[config.mk]
export PLATFORM = sky130hd
export DESIGN_NAME = dense_mac_sequencer
export DESIGN_NICKNAME = d
export VERILOG_FILES = /design/src/rtl/nn_pkg.sv /design/src/rtl/relu_requant.sv /design/src/rtl/dense_mac_sequencer.sv
export SDC_FILE = /design/constraint.sdc
export NUM_CORES = 1
export LEC_CHECK = 0
export CORE_ASPECT_RATIO = 1.4
export CORE_MARGIN = 3
export CORE_UTILIZATION = 61
export DETAILED_ROUTE_END_ITERATION = 16
export PLACE_DENSITY = 0.83
export SYNTH_ARGS = -nofsm -noshare
export SYNTH_HDL_FRONTEND = slang
export SYNTH_SLANG_ARGS = --single-unit
[constraint.sdc]
create_clock -name clk -period 9.9 [get_ports clk]
set_input_delay 1.98 -clock clk [delete_from_list [all_inputs] [get_ports clk]]
set_output_delay 1.98 -clock clk [all_outputs]
set_load 0.02 [all_outputs]
[src/rtl/nn_pkg.sv]
// Shared constants and FSM state encoding for the dense-layer MAC sequencer.
package nn_pkg;

  localparam int WIDTH         = 8;
  localparam int ACT_W         = 2 * WIDTH;
  localparam int ACC_W         = 4 * WIDTH;
  localparam int RESCALE_SHIFT = 8;

  typedef enum logic [2:0] {
    IDLE,
    FETCH,
    DRAIN,
    WRITE,
    DONE
  } state_t;

endpackage

[src/rtl/relu_requant.sv]
// ReLU followed by an arithmetic right shift and positive saturation to the
// activation width.
module relu_requant #(
  parameter int ACC_W = nn_pkg::ACC_W,
  parameter int ACT_W = nn_pkg::ACT_W
) (
  input  logic signed [ACC_W-1:0] i_acc,
  output logic signed [ACT_W-1:0] o_act
);

  import nn_pkg::RESCALE_SHIFT;

  logic signed [ACC_W-1:0] w_shift;
  logic signed [ACC_W-1:0] w_max;

  assign w_shift = i_acc >>> RESCALE_SHIFT;
  assign w_max   = {{(ACC_W-ACT_W+1){1'b0}}, {(ACT_W-1){1'b1}}};

  always_comb begin
    o_act = '0;
    if (i_acc[ACC_W-1] || (i_acc == '0)) begin
      o_act = '0;
    end else if (w_shift > w_max) begin
      o_act = {1'b0, {(ACT_W-1){1'b1}}};
    end else begin
      o_act = w_shift[ACT_W-1:0];
    end
  end

endmodule

[src/rtl/dense_mac_sequencer.sv]
// Dense layer evaluated on one shared MAC: walks (neuron, input) pairs against
// synchronous RAM/ROMs, accumulates, then writes one ReLU'd result per neuron.
module dense_mac_sequencer #(
  parameter int NEURON_NB = 32,
  parameter int IN_SIZE   = 196,
  parameter int WIDTH     = nn_pkg::WIDTH,
  localparam int IN_W = (IN_SIZE > 1) ? $clog2(IN_SIZE) : 1,
  localparam int WA_W = (NEURON_NB*IN_SIZE > 1) ? $clog2(NEURON_NB*IN_SIZE) : 1,
  localparam int NB_W = (NEURON_NB > 1) ? $clog2(NEURON_NB) : 1
) (
  input  logic                      clk,
  input  logic                      reset,
  input  logic                      start,
  output logic                      busy,
  output logic                      done,
  output logic [IN_W-1:0]           in_addr,
  input  logic signed [2*WIDTH-1:0] in_data,
  output logic [WA_W-1:0]           w_addr,
  input  logic signed [WIDTH-1:0]   w_data,
  output logic [NB_W-1:0]           b_addr,
  input  logic signed [WIDTH-1:0]   b_data,
  output logic                      out_we,
  output logic [NB_W-1:0]           out_addr,
  output logic signed [2*WIDTH-1:0] out_data
);

  import nn_pkg::*;

  localparam int AW = 2 * WIDTH;
  localparam int CW = 4 * WIDTH;

  state_t                   r_state;
  logic [IN_W-1:0]          r_k;
  logic [NB_W-1:0]          r_n;
  logic [WA_W-1:0]          r_waddr;
  logic                     r_vld;
  logic                     r_first;
  logic                     r_busy;
  logic                     r_done;
  logic                     r_we;
  logic signed [CW-1:0]     r_acc;

  logic signed [3*WIDTH-1:0] w_prod;
  logic signed [CW-1:0]      w_prod_x;
  logic signed [CW-1:0]      w_bias_x;
  logic signed [AW-1:0]      w_relu;

  assign w_prod   = in_data * w_data;
  assign w_prod_x = {{WIDTH{w_prod[3*WIDTH-1]}}, w_prod};
  assign w_bias_x = {{(3*WIDTH){b_data[WIDTH-1]}}, b_data};

  // Weight address is a running counter (n*IN_SIZE+k) rather than a multiply.
  always_ff @(posedge clk) begin
    if (reset) begin
      r_state <= IDLE;
      r_k     <= '0;
      r_n     <= '0;
      r_waddr <= '0;
      r_vld   <= 1'b0;
      r_first <= 1'b0;
      r_busy  <= 1'b0;
      r_done  <= 1'b0;
      r_we    <= 1'b0;
      r_acc   <= '0;
    end else begin
      r_done  <= 1'b0;
      r_we    <= 1'b0;
      r_vld   <= (r_state == FETCH);
      r_first <= (r_state == FETCH) && (r_k == '0);
      if (r_vld) begin
        r_acc <= r_first ? (w_bias_x + w_prod_x) : (r_acc + w_prod_x);
      end
      case (r_state)
        IDLE: begin
          if (start) begin
            r_state <= FETCH;
            r_k     <= '0;
            r_n     <= '0;
            r_waddr <= '0;
            r_busy  <= 1'b1;
          end
        end
        FETCH: begin
          r_waddr <= r_waddr + 1'b1;
          if (r_k == IN_W'(IN_SIZE-1)) begin
            r_k     <= '0;
            r_state <= DRAIN;
          end else begin
            r_k <= r_k + 1'b1;
          end
        end
        DRAIN: begin
          r_state <= WRITE;
          r_we    <= 1'b1;
        end
        WRITE: begin
          if (r_n == NB_W'(NEURON_NB-1)) begin
            r_state <= DONE;
            r_done  <= 1'b1;
          end else begin
            r_n     <= r_n + 1'b1;
            r_k     <= '0;
            r_state <= FETCH;
          end
        end
        DONE: begin
          r_state <= IDLE;
          r_busy  <= 1'b0;
        end
        default: r_state <= IDLE;
      endcase
    end
  end

  relu_requant #(
    .ACC_W(CW),
    .ACT_W(AW)
  ) u_relu (
    .i_acc(r_acc),
    .o_act(w_relu)
  );

  assign busy     = r_busy;
  assign done     = r_done;
  assign out_we   = r_we;
  assign out_addr = r_n;
  assign out_data = w_relu;
  assign in_addr  = r_k;
  assign w_addr   = r_waddr;
  assign b_addr   = r_n;

endmodule

==> flow_metrics.py <==
metrics = {
    "run_status": {
        "outcome": "finished, final reports clean",
    },
    "synthesis": {
        "synth_cell_type_count": 69,
        "async_flop_share": 0,
        "ys_warn_count": 0,
        "netlist_area_um2": 10300,
        "ys.flop_type": "dfxtp_1",
        "synth_area_leaders": "fa_1 (20%), ha_1 (13%), dfxtp_1 (13%), inv_1 (6.1%), and2_1 (5.6%)",
        "synthesis.nets": 1522,
        "yosys.area.top_type": "fa_1",
        "yosysSeqAreaShare": 0.1283,
        "synthesis.instances": 1275,
        "ys_seq_elements": 66,
        "synth_top_area_share": 0.2041,
        "syn_avg_cell_area_um2": 8.079,
        "synth_edf_count": 0,
    },
    "die": {
        "die_w_um": 115.8,
        "dieArea_um2": 18510,
        "start_util": 0.6290,
        "placeableCoreArea_um2": 16380,
        "io_pins": 85,
        "die_y_um": 159.8,
        "std_cell_rows": 55,
    },
    "sta": {
        "period_share": 0.9128,
        "max_slew_margin": 0.4262,
        "finalMaxSlewViolations": 0,
        "worstMarginPinSlew_ns": 0.8534,
        "setup_viol_count_final": 0,
        "min_period_ns": 9.037,
        "fin_worst_skew_ns": 0.008718,
        "hold_slack_ns": 0.4718,
        "max_freq_ghz": 0.1107,
        "hold_viol_final": 0,
        "rsz0062_at_grt": "no",
        "setup_tns_ns": 0,
    },
    "routing": {
        "postRouteAntennaNets": 0,
        "wire_per_inst_um": 15.61,
        "drc": 0,
        "vias": 9025,
        "routed_wl_um": 23960,
        "dr.first_iter.drc_count": 534,
        "viasPerCell": 5.879,
        "first_pass_iters": 5,
    },
    "cts": {
        "clk_latency_ns": 0.34,
        "clock_sinks": 66,
        "htreeDepth": 3,
        "cts_resized": 0,
        "hold_buffers": 0,
        "cts_tree": "yes",
        "cts_root_buf": "clkbuf_16",
        "numCtsBuffers": 9,
        "cts_setup_buffers": 0,
        "cts.path.max_buffers": 2,
        "cts.clk_slew.worst_paths_ns": 0.05,
    },
    "setup_path": {
        "end_kind": "flip-flop",
        "required_ns": 10.08,
        "cp-start-kind": "input pin",
        "cp.arrival_ns": 9.22,
        "crit_type": "in2reg",
        "rr_worst_depth": 11,
        "critPathMaxFanout": 15,
    },
    "place": {
        "io_buffers": 83,
        "place.gp.congestion": 0.9485,
        "dp_hpwl_um": 19460,
    },
    "cells_and_area": {
        "drive_gt1_frac": 0.02695,
        "nNetsFinal": 1579,
        "area_growth_pct": 11.83,
        "multi_input_area_um2": 8180,
        "register_area_um2": 1323,
        "final_util": 0.7034,
        "antenna_cells": 0,
        "nFillCells": 1351,
    },
    "grt": {
        "antenna_found_initial": 0,
        "met3_usage": 0.03298,
        "grt-ovfl-total": 0,
        "grt_max_degree": 59,
        "met1_usage": 0.3384,
        "grt_usage": 0.2680,
        "grt.busiest_layer": "met2",
        "grt_pass1_vias": 9015,
        "grt_first_pass_wirelength_um": 41410,
        "grt_util_met2": 0.4749,
    },
    "flow_run": {
        "maxCapViolCount": 0,
    },
    "min_path": {
        "hold_depth": 2,
        "min_path_type": "reg2reg",
    },
}
kinds of logic (layout without fill, tap and decap cells):
group / Yosys count / in the layout / synth area share
muxes: 10 / 10 / 0.009839
and+or+nand+nor: 434 / 434 / 0.2079
buffers and inverters: 207 / 268 / 0.07761
DFF: 66 / 66 / 0.1283
adders and majority gates: 212 / 212 / 0.3340
other: 1 / 1 / 0.0003640
AOI/OAI and AO/OA: 274 / 274 / 0.1784
xor gates and xnor gates: 71 / 71 / 0.06353
cells in the final DEF, fill, tap and decap left out, types with 11 or more instances in the layout:
cell | Yosys | final
a211oi_1 | 28 | 28
a21o_1 | 27 | 27
a21oi_1 | 77 | 77
a31oi_1 | 11 | 11
and2_1 | 92 | 92
clkdlybuf4s50_1 | 0 | 82
dfxtp_1 | 66 | 65
fa_1 | 105 | 105
ha_1 | 107 | 107
inv_1 | 167 | 167
nand2_1 | 92 | 92
nand3_1 | 22 | 22
nand4_1 | 11 | 11
nor2_1 | 129 | 129
nor3_1 | 22 | 22
nor4_1 | 14 | 14
o21a_1 | 16 | 16
o21ai_0 | 36 | 36
xnor2_1 | 45 | 45
xor2_1 | 24 | 24
synthesized netlist by cell type, drive strengths merged, types with 5 or more instances:
cell and n:
inv 167, fa 105, clkbuf 31, nor2b 6, xor2 24, and3 7
nor2 129, o22ai 6, a31oi 11, o31ai 5, nand2 92, a21oi 78
ha 107, a311oi 10, nor3 22, xnor2 46, o21ai 45, dfxtp 66
o21a 16, nand4 11, nand3 22, nor4 14, buf 9, and2 92
mux2i 9, o21bai 8, nand2b 10, a211oi 28, or2 7, a21o 27
routing by layer:
metal | vias to the layer above | share of wire
li1 | 4441 | -
met1 | 4326 | 0.43
met2 | 212 | 0.51
met3 | 46 | 0.034
met4 | 0 | 0.023
met5 | - | 0
critical path, cell delays in order:
cell and delay, ns:
clkdlybuf4s50_1 0.45, inv_1 0.41, nor2_1 0.14, fa_1 0.52, fa_1 0.53, fa_1 0.54
inv_1 0.05, fa_1 0.53, inv_1 0.05, ha_1 0.22, or4_1 0.53, o22ai_2 0.23
o21ai_2 0.14, a21o_1 0.20, a21oi_1 0.16, xnor2_1 0.12, ha_1 0.37, and2_1 0.18
nand3_1 0.09, or4_1 0.50, nor2_1 0.16, o21a_1 0.20, nand3_1 0.09, a31oi_1 0.60
a311oi_1 0.19
flip-flops by register name, indices dropped and copies added (netlist names):
register,flops
r_acc,32
w_addr,13
in_addr,8
b_addr,5
r_state,3
busy,1
done,1
out_we,1
r_first,1
r_vld,1
final cells by class:
class                      instances  area share
multi-input combinational       1002      0.7101
sequential                        66      0.1148
timing repair buffer              86     0.07364
inverter                         167     0.05442
tap                              199     0.02161
clock buffer                       9     0.01955
clock inverter                     6    0.005865
through the flow:
| step | cell area, um2 | cells | setup WS, ns |
|---|---|---|---|
| after floorplan | 10300 | 1275 | 1.625 |
| after global placement | 11230 | 1520 | 0.7678 |
| after detailed placement | 11230 | 1520 | 0.5640 |
| after CTS | 11520 | 1535 | 0.9024 |
| after global routing | 11520 | 1535 | 0.4093 |
| final | 11520 | 1535 | 0.8632 |
path summary, 6_finish.rpt:
kind	from	to	slack [ns]
min reg2reg	w_addr[12]	w_addr[12]	0.47
max	w_data[7]	r_acc[30]	0.86
min	w_addr[12]	w_addr[12]	0.47
max reg2reg	r_acc[0]	r_acc[30]	7.01
Power is not shown: default switching activity piles up to over one toggle a cycle in this logic, so the estimate is an artifact.
